$ cat config.mk
export PLATFORM = sky130hd
export DESIGN_NAME = alu_seq_flags_flat
export DESIGN_NICKNAME = d
export VERILOG_FILES = /design/src/rtl/alu_seq_flags_if.sv /design/src/rtl/alu_seq_flags.sv /design/src/flat_wrapper.sv
export SDC_FILE = /design/constraint.sdc
export NUM_CORES = 1
export LEC_CHECK = 0
export BUFFER_PORTS_ARGS = -buffer_cell sky130_fd_sc_hd__buf_2
export CORE_MARGIN = 2
export CORE_UTILIZATION = 56
export DETAILED_ROUTE_END_ITERATION = 16
export PLACE_DENSITY = 0.79
export SLEW_MARGIN = 25
export SYNTH_ARGS = -nofsm -noshare
export SYNTH_HDL_FRONTEND = slang
export SYNTH_SLANG_ARGS = --single-unit
$ cat constraint.sdc
create_clock -name clk -period 2 [get_ports clk]
set_input_delay 0.1 -clock clk [delete_from_list [all_inputs] [get_ports clk]]
set_output_delay 0.1 -clock clk [all_outputs]
set_load 0.01 [all_outputs]
$ cat src/rtl/alu_seq_flags_if.sv
// Request/response bundle for alu_seq_flags: operands and opcode in,
// registered result, flags and status out.
interface alu_seq_flags_if #(
    parameter int unsigned WIDTH = 4
);
    logic             start;
    logic [2:0]       op;
    logic [WIDTH-1:0] Ea;
    logic [WIDTH-1:0] Eb;
    logic [WIDTH-1:0] result;
    logic [3:0]       flags;
    logic             busy;
    logic             done;

    modport master (
        output start, op, Ea, Eb,
        input  result, flags, busy, done
    );

    modport slave (
        input  start, op, Ea, Eb,
        output result, flags, busy, done
    );
endinterface

$ cat src/rtl/alu_seq_flags.sv
// Registered ALU with {Z,N,V,C} flags. Logic ops complete in one cycle;
// shifts iterate one bit per cycle under a two-state FSM.
module alu_seq_flags #(
    parameter int unsigned WIDTH = 4
) (
    input  logic           clk,
    input  logic           rst,
    alu_seq_flags_if.slave bus
);
    localparam int unsigned SHW = $clog2(WIDTH);
    localparam int unsigned FW  = 4;

    typedef enum logic {
        IDLE,
        SHIFT
    } state_e;

    typedef enum logic [2:0] {
        OP_ADD = 3'b000,
        OP_SUB = 3'b001,
        OP_AND = 3'b010,
        OP_OR  = 3'b011,
        OP_XOR = 3'b100,
        OP_SHL = 3'b101,
        OP_SHR = 3'b110,
        OP_SRA = 3'b111
    } op_e;

    state_e           state_q,  state_d;
    op_e              sop_q,    sop_d;
    logic [WIDTH-1:0] acc_q,    acc_d;
    logic [SHW-1:0]   cnt_q,    cnt_d;
    logic             cacc_q,   cacc_d;
    logic [WIDTH-1:0] result_q, result_d;
    logic [FW-1:0]    flags_q,  flags_d;
    logic             busy_q,   busy_d;
    logic             done_q,   done_d;

    logic [WIDTH:0]   sum_c;
    logic [WIDTH:0]   diff_c;
    logic [WIDTH-1:0] alu_res_c;
    logic             alu_v_c;
    logic             alu_cy_c;
    logic [WIDTH-1:0] shifted_c;
    logic             out_bit_c;
    logic             a_s_c;
    logic             b_s_c;

    // Single-cycle datapath for ADD..XOR; borrow of SUB lands in diff_c[WIDTH].
    always_comb begin
        sum_c     = {1'b0, bus.Ea} + {1'b0, bus.Eb};
        diff_c    = {1'b0, bus.Ea} - {1'b0, bus.Eb};
        a_s_c     = bus.Ea[WIDTH-1];
        b_s_c     = bus.Eb[WIDTH-1];
        alu_res_c = '0;
        alu_v_c   = 1'b0;
        alu_cy_c  = 1'b0;
        case (op_e'(bus.op))
            OP_ADD: begin
                alu_res_c = sum_c[WIDTH-1:0];
                alu_cy_c  = sum_c[WIDTH];
                alu_v_c   = (a_s_c == b_s_c) && (sum_c[WIDTH-1] != a_s_c);
            end
            OP_SUB: begin
                alu_res_c = diff_c[WIDTH-1:0];
                alu_cy_c  = diff_c[WIDTH];
                alu_v_c   = (a_s_c != b_s_c) && (diff_c[WIDTH-1] != a_s_c);
            end
            OP_AND:  alu_res_c = bus.Ea & bus.Eb;
            OP_OR:   alu_res_c = bus.Ea | bus.Eb;
            OP_XOR:  alu_res_c = bus.Ea ^ bus.Eb;
            default: alu_res_c = '0;
        endcase
    end

    // One-bit step of the latched shift; out_bit_c is the bit that falls off.
    always_comb begin
        shifted_c = acc_q;
        out_bit_c = 1'b0;
        case (sop_q)
            OP_SHL: begin
                shifted_c = {acc_q[WIDTH-2:0], 1'b0};
                out_bit_c = acc_q[WIDTH-1];
            end
            OP_SHR: begin
                shifted_c = {1'b0, acc_q[WIDTH-1:1]};
                out_bit_c = acc_q[0];
            end
            OP_SRA: begin
                shifted_c = {acc_q[WIDTH-1], acc_q[WIDTH-1:1]};
                out_bit_c = acc_q[0];
            end
            default: begin
                shifted_c = acc_q;
                out_bit_c = 1'b0;
            end
        endcase
    end

    // Next-state and registered-output logic.
    always_comb begin
        state_d  = state_q;
        sop_d    = sop_q;
        acc_d    = acc_q;
        cnt_d    = cnt_q;
        cacc_d   = cacc_q;
        result_d = result_q;
        flags_d  = flags_q;
        busy_d   = busy_q;
        done_d   = 1'b0;
        case (state_q)
            IDLE: begin
                if (bus.start) begin
                    if (bus.op >= 3'(OP_SHL)) begin
                        acc_d   = bus.Ea;
                        cnt_d   = bus.Eb[SHW-1:0];
                        cacc_d  = 1'b0;
                        sop_d   = op_e'(bus.op);
                        busy_d  = 1'b1;
                        state_d = SHIFT;
                    end else begin
                        result_d = alu_res_c;
                        flags_d  = {(alu_res_c == '0), alu_res_c[WIDTH-1], alu_v_c, alu_cy_c};
                        done_d   = 1'b1;
                    end
                end
            end
            SHIFT: begin
                if (cnt_q != '0) begin
                    acc_d  = shifted_c;
                    cacc_d = out_bit_c;
                    cnt_d  = cnt_q - SHW'(1);
                end else begin
                    result_d = acc_q;
                    flags_d  = {(acc_q == '0), acc_q[WIDTH-1], 1'b0, cacc_q};
                    done_d   = 1'b1;
                    busy_d   = 1'b0;
                    state_d  = IDLE;
                end
            end
            default: state_d = IDLE;
        endcase
    end

    always_ff @(posedge clk or posedge rst) begin
        if (rst) begin
            state_q  <= IDLE;
            sop_q    <= OP_ADD;
            acc_q    <= '0;
            cnt_q    <= '0;
            cacc_q   <= 1'b0;
            result_q <= '0;
            flags_q  <= '0;
            busy_q   <= 1'b0;
            done_q   <= 1'b0;
        end else begin
            state_q  <= state_d;
            sop_q    <= sop_d;
            acc_q    <= acc_d;
            cnt_q    <= cnt_d;
            cacc_q   <= cacc_d;
            result_q <= result_d;
            flags_q  <= flags_d;
            busy_q   <= busy_d;
            done_q   <= done_d;
        end
    end

    assign bus.result = result_q;
    assign bus.flags  = flags_q;
    assign bus.busy   = busy_q;
    assign bus.done   = done_q;
endmodule

$ cat src/flat_wrapper.sv
// flat-port wrapper written by rule: the top's interface ports become plain ports
module alu_seq_flags_flat 
#(
    parameter int unsigned WIDTH = 4
)
  (clk, rst, bus_start, bus_op, bus_Ea, bus_Eb, bus_result, bus_flags, bus_busy, bus_done);
  alu_seq_flags_if #(.WIDTH(WIDTH)) bus_i ();
  input  logic clk;
  input  logic rst;
  input wire logic [$bits(bus_i.start)-1:0] bus_start;
  input wire logic [$bits(bus_i.op)-1:0] bus_op;
  input wire logic [$bits(bus_i.Ea)-1:0] bus_Ea;
  input wire logic [$bits(bus_i.Eb)-1:0] bus_Eb;
  output wire logic [$bits(bus_i.result)-1:0] bus_result;
  output wire logic [$bits(bus_i.flags)-1:0] bus_flags;
  output wire logic [$bits(bus_i.busy)-1:0] bus_busy;
  output wire logic [$bits(bus_i.done)-1:0] bus_done;
  assign bus_i.start = bus_start;
  assign bus_i.op = bus_op;
  assign bus_i.Ea = bus_Ea;
  assign bus_i.Eb = bus_Eb;
  assign bus_result = bus_i.result;
  assign bus_flags = bus_i.flags;
  assign bus_busy = bus_i.busy;
  assign bus_done = bus_i.done;
  alu_seq_flags #(.WIDTH(WIDTH)) u_core (.clk(clk), .rst(rst), .bus(bus_i));
endmodule
==> impl_metrics.ini <==
[clocking]
post_cts_buffers = 0
cts_tree = built
ctsHoldBuffers = 1
clk_latency_ns = 0.30
clkTransAtPathRegs_ns = 0.10
h-tree-depth = 1
clock_path_buffers = 2
numCtsBuffers = 3
cts_resized = 0
root_buffer = clkbuf_4
cts_sinks = 20

[sta]
maxSlewViolCount = 0
final.setup_skew_ns = 0.00893
fmax_ghz = 0.573
finalSetupViolations = 0
fin_crit_ns = 1.74
tns_ns = 0
slew_headroom_pct = 51.0
rsz0062_at_grt = no
tightest_slew_ns = 0.734
final.period_utilization_pct = 87.2
hold_viol = 0

[cells_and_area]
layout.cells.non_filler = 238
antenna_cells = 0
final_nets = 237
drive_gt1_share_pct = 20.3
area_growth_pct = 11.6
layout_commonest_cell = buf_2
layout_common_cells = buf_2, nand2_1, dfrtp_1
n_fill_cell = 234
final_area_um2 = 1760

[critical_path]
cp_cell_sequence = inv_1 > ha_1 > nor2b_1 > nor2_1 > inv_2 > nand2_1 > mux2_1
slowest_delay_ns = 0.40
required_ns = 2.19
cp_top_family = simple AND/OR/NAND/NOR gates
rr_startpoint = u_core.cnt_q[0]
startpoint = u_core.cnt_q[0]
crit_type = flop to flop
cp_num_cells = 7
critPathCaptureType = flop
rrSetupSlack_ns = 0.26
crit_arrival_ns = 1.93
critPathMaxFanout = 4
timing.critical_path.to = u_core.acc_q[0]
r2r_cells = 7
slowest_stage = dfrtp_1
worstReg2RegEnd = u_core.acc_q[0]
startpoint_type = flop
cp_num_buf_inv = 2

[routing]
dr_total_vias = 1424
wl_per_cell_um = 14.3
via_per_inst = 5.98
drc_errors = 0
first_iter_violations = 92
wl_um = 3420
firstDrtPassIters = 4
antenna_left = 0

[synthesis]
netlist_instances = 183
synthArstFlopShare_pct = 100
ys_types = 50
ys_warn_count = 0
ys_ff_latch = 20
yosysSeqAreaShare_pct = 31.7
avgSynthCellArea_um2 = 8.61
synth_edf_count = 0
syn_nets = 212
syn_area_um2 = 1580
synth_ff_type = dfrtp_1

[grt]
grt_pass1_vias = 1267
gr-total-overflow = 0
grt_antenna_before_repair = 0
grtUsageTotal_pct = 23.1
grt_pass1_wl_um = 5910
grt_max_degree = 21

[floorplan]
die_area_um2 = 3260
die_w_um = 57.1
rows = 19
io-pin-count = 24
die_h_um = 57.1
initial_utilization_pct = 58.2
core_um2 = 2710

[power_and_ir_drop]
power.density_nw_per_um2 = 1100
peakVddDrop_v = 0.000964
total_leakage_power_nw = 0.853

[placed_design]
placedCellCount = 233
dp_hpwl_um = 2730
place_area_um2 = 1710
io_buffers = 23
gp_congestion = 0.951

[run]
maxCapViolCount = 0

[worst_hold_path]
hold_path_class = primary input to flop
min_path_cells = 3

[status]
status = complete, no violations
where the power goes:
part / internal, mW / switching [mW] / leakage [nW]
logic: 0.435 / 0.555 / 0.591
clock network: 0.111 / 0.121 / 0.0210
registers: 0.583 / 0.139 / 0.241
total: 1.13 / 0.814 / 0.853
worst register-to-register path, cell delays in order, from the launching register on:
cell and delay (ns):
dfrtp_1 0.40, inv_1 0.06, ha_1 0.24, nor2b_1 0.11, nor2_1 0.27, inv_2 0.07, nand2_1 0.15, mux2_1 0.34
sequential cells by signal, summed over array words and instances (netlist names):
signal and flops:
u_core.bus.flags 4, u_core.cnt_q 2, u_core.bus.busy 1, u_core.bus.result 3
u_core.sop_q 3, u_core.bus.done 1, u_core.state_q 1, u_core.acc_q 4
u_core.cacc_q 1
final cells by class:
class	count	area, um2	share of cell area [%]
sequential	20	500	28.4
clock buffer	4	36.3	2.06
inverter	19	71.3	4.05
multi-input combinational	136	957	54.4
tap	31	38.8	2.20
timing repair buffer	28	155	8.82
cell usage after synthesis (2+ instances only):
cell / instances / area share (%)
o22ai_1: 2 / 0.79
nand3_1: 6 / 1.9
nand2b_1: 5 / 2.0
mux2_2: 4 / 2.9
or4_1: 2 / 0.95
nand3b_1: 2 / 0.95
dfrtp_1: 20 / 32
o31ai_1: 2 / 0.95
fa_1: 2 / 2.5
nor2_1: 9 / 2.1
inv_1: 18 / 4.3
mux2i_1: 4 / 2.5
mux2_1: 2 / 1.4
o21ai_1: 3 / 0.95
a211oi_1: 2 / 0.95
nor3_1: 5 / 1.6
ha_1: 13 / 10
nor2b_1: 4 / 1.6
buf_2: 5 / 1.6
nand2_1: 20 / 4.8
o21ai_0: 12 / 3.8
a21oi_1: 11 / 3.5
nor3b_2: 2 / 1.6
and3_1: 2 / 0.79
cells by family (layout without fill, tap and decap cells):
kind of cell	after synthesis	after routing	share of synthesized area, %
xor+xnor	1	1	0.556
compound gates	46	46	18.9
simple gates	64	64	21.6
mux	10	10	6.83
flops	20	20	31.7
fa+ha+maj	15	15	12.9
buf+inv	27	51	7.54
worst min path at each step:
stage / start / endpoint / slack, ns
global placement: rst / u_core.cacc_q / 0.25
detailed placement: rst / u_core.cacc_q / 0.26
finish: bus_Eb[0] / u_core.cnt_q[0] / 0.14
floorplan: rst / u_core.acc_q[0] / 0.06
CTS: bus_Eb[0] / u_core.cnt_q[0] / 0.14
global route: bus_Eb[0] / u_core.cnt_q[0] / 0.16
layer usage:
metal | track usage (%) | routed length (um)
met2 | 37.8 | 1610
met1 | 31.2 | 1550
met3 | 4.08 | 188
met5 | 0 | 0
met4 | 7.31 | 66
metrics by stage:
stage / worst slack [ns] / utilization, % / hold WS, ns / power (mW)
floorplan: 0.367 / - / 0.0638 / 1.42
global route: 0.175 / 64.9 / 0.164 / 2.11
global placement: 0.0680 / 63.2 / 0.251 / 1.68
detailed placement: 0.0220 / 63.2 / 0.259 / 1.72
finish: 0.255 / 64.9 / 0.143 / 1.94
CTS: 0.273 / 64.9 / 0.144 / 1.95
Power figures use the tool's default switching activity.
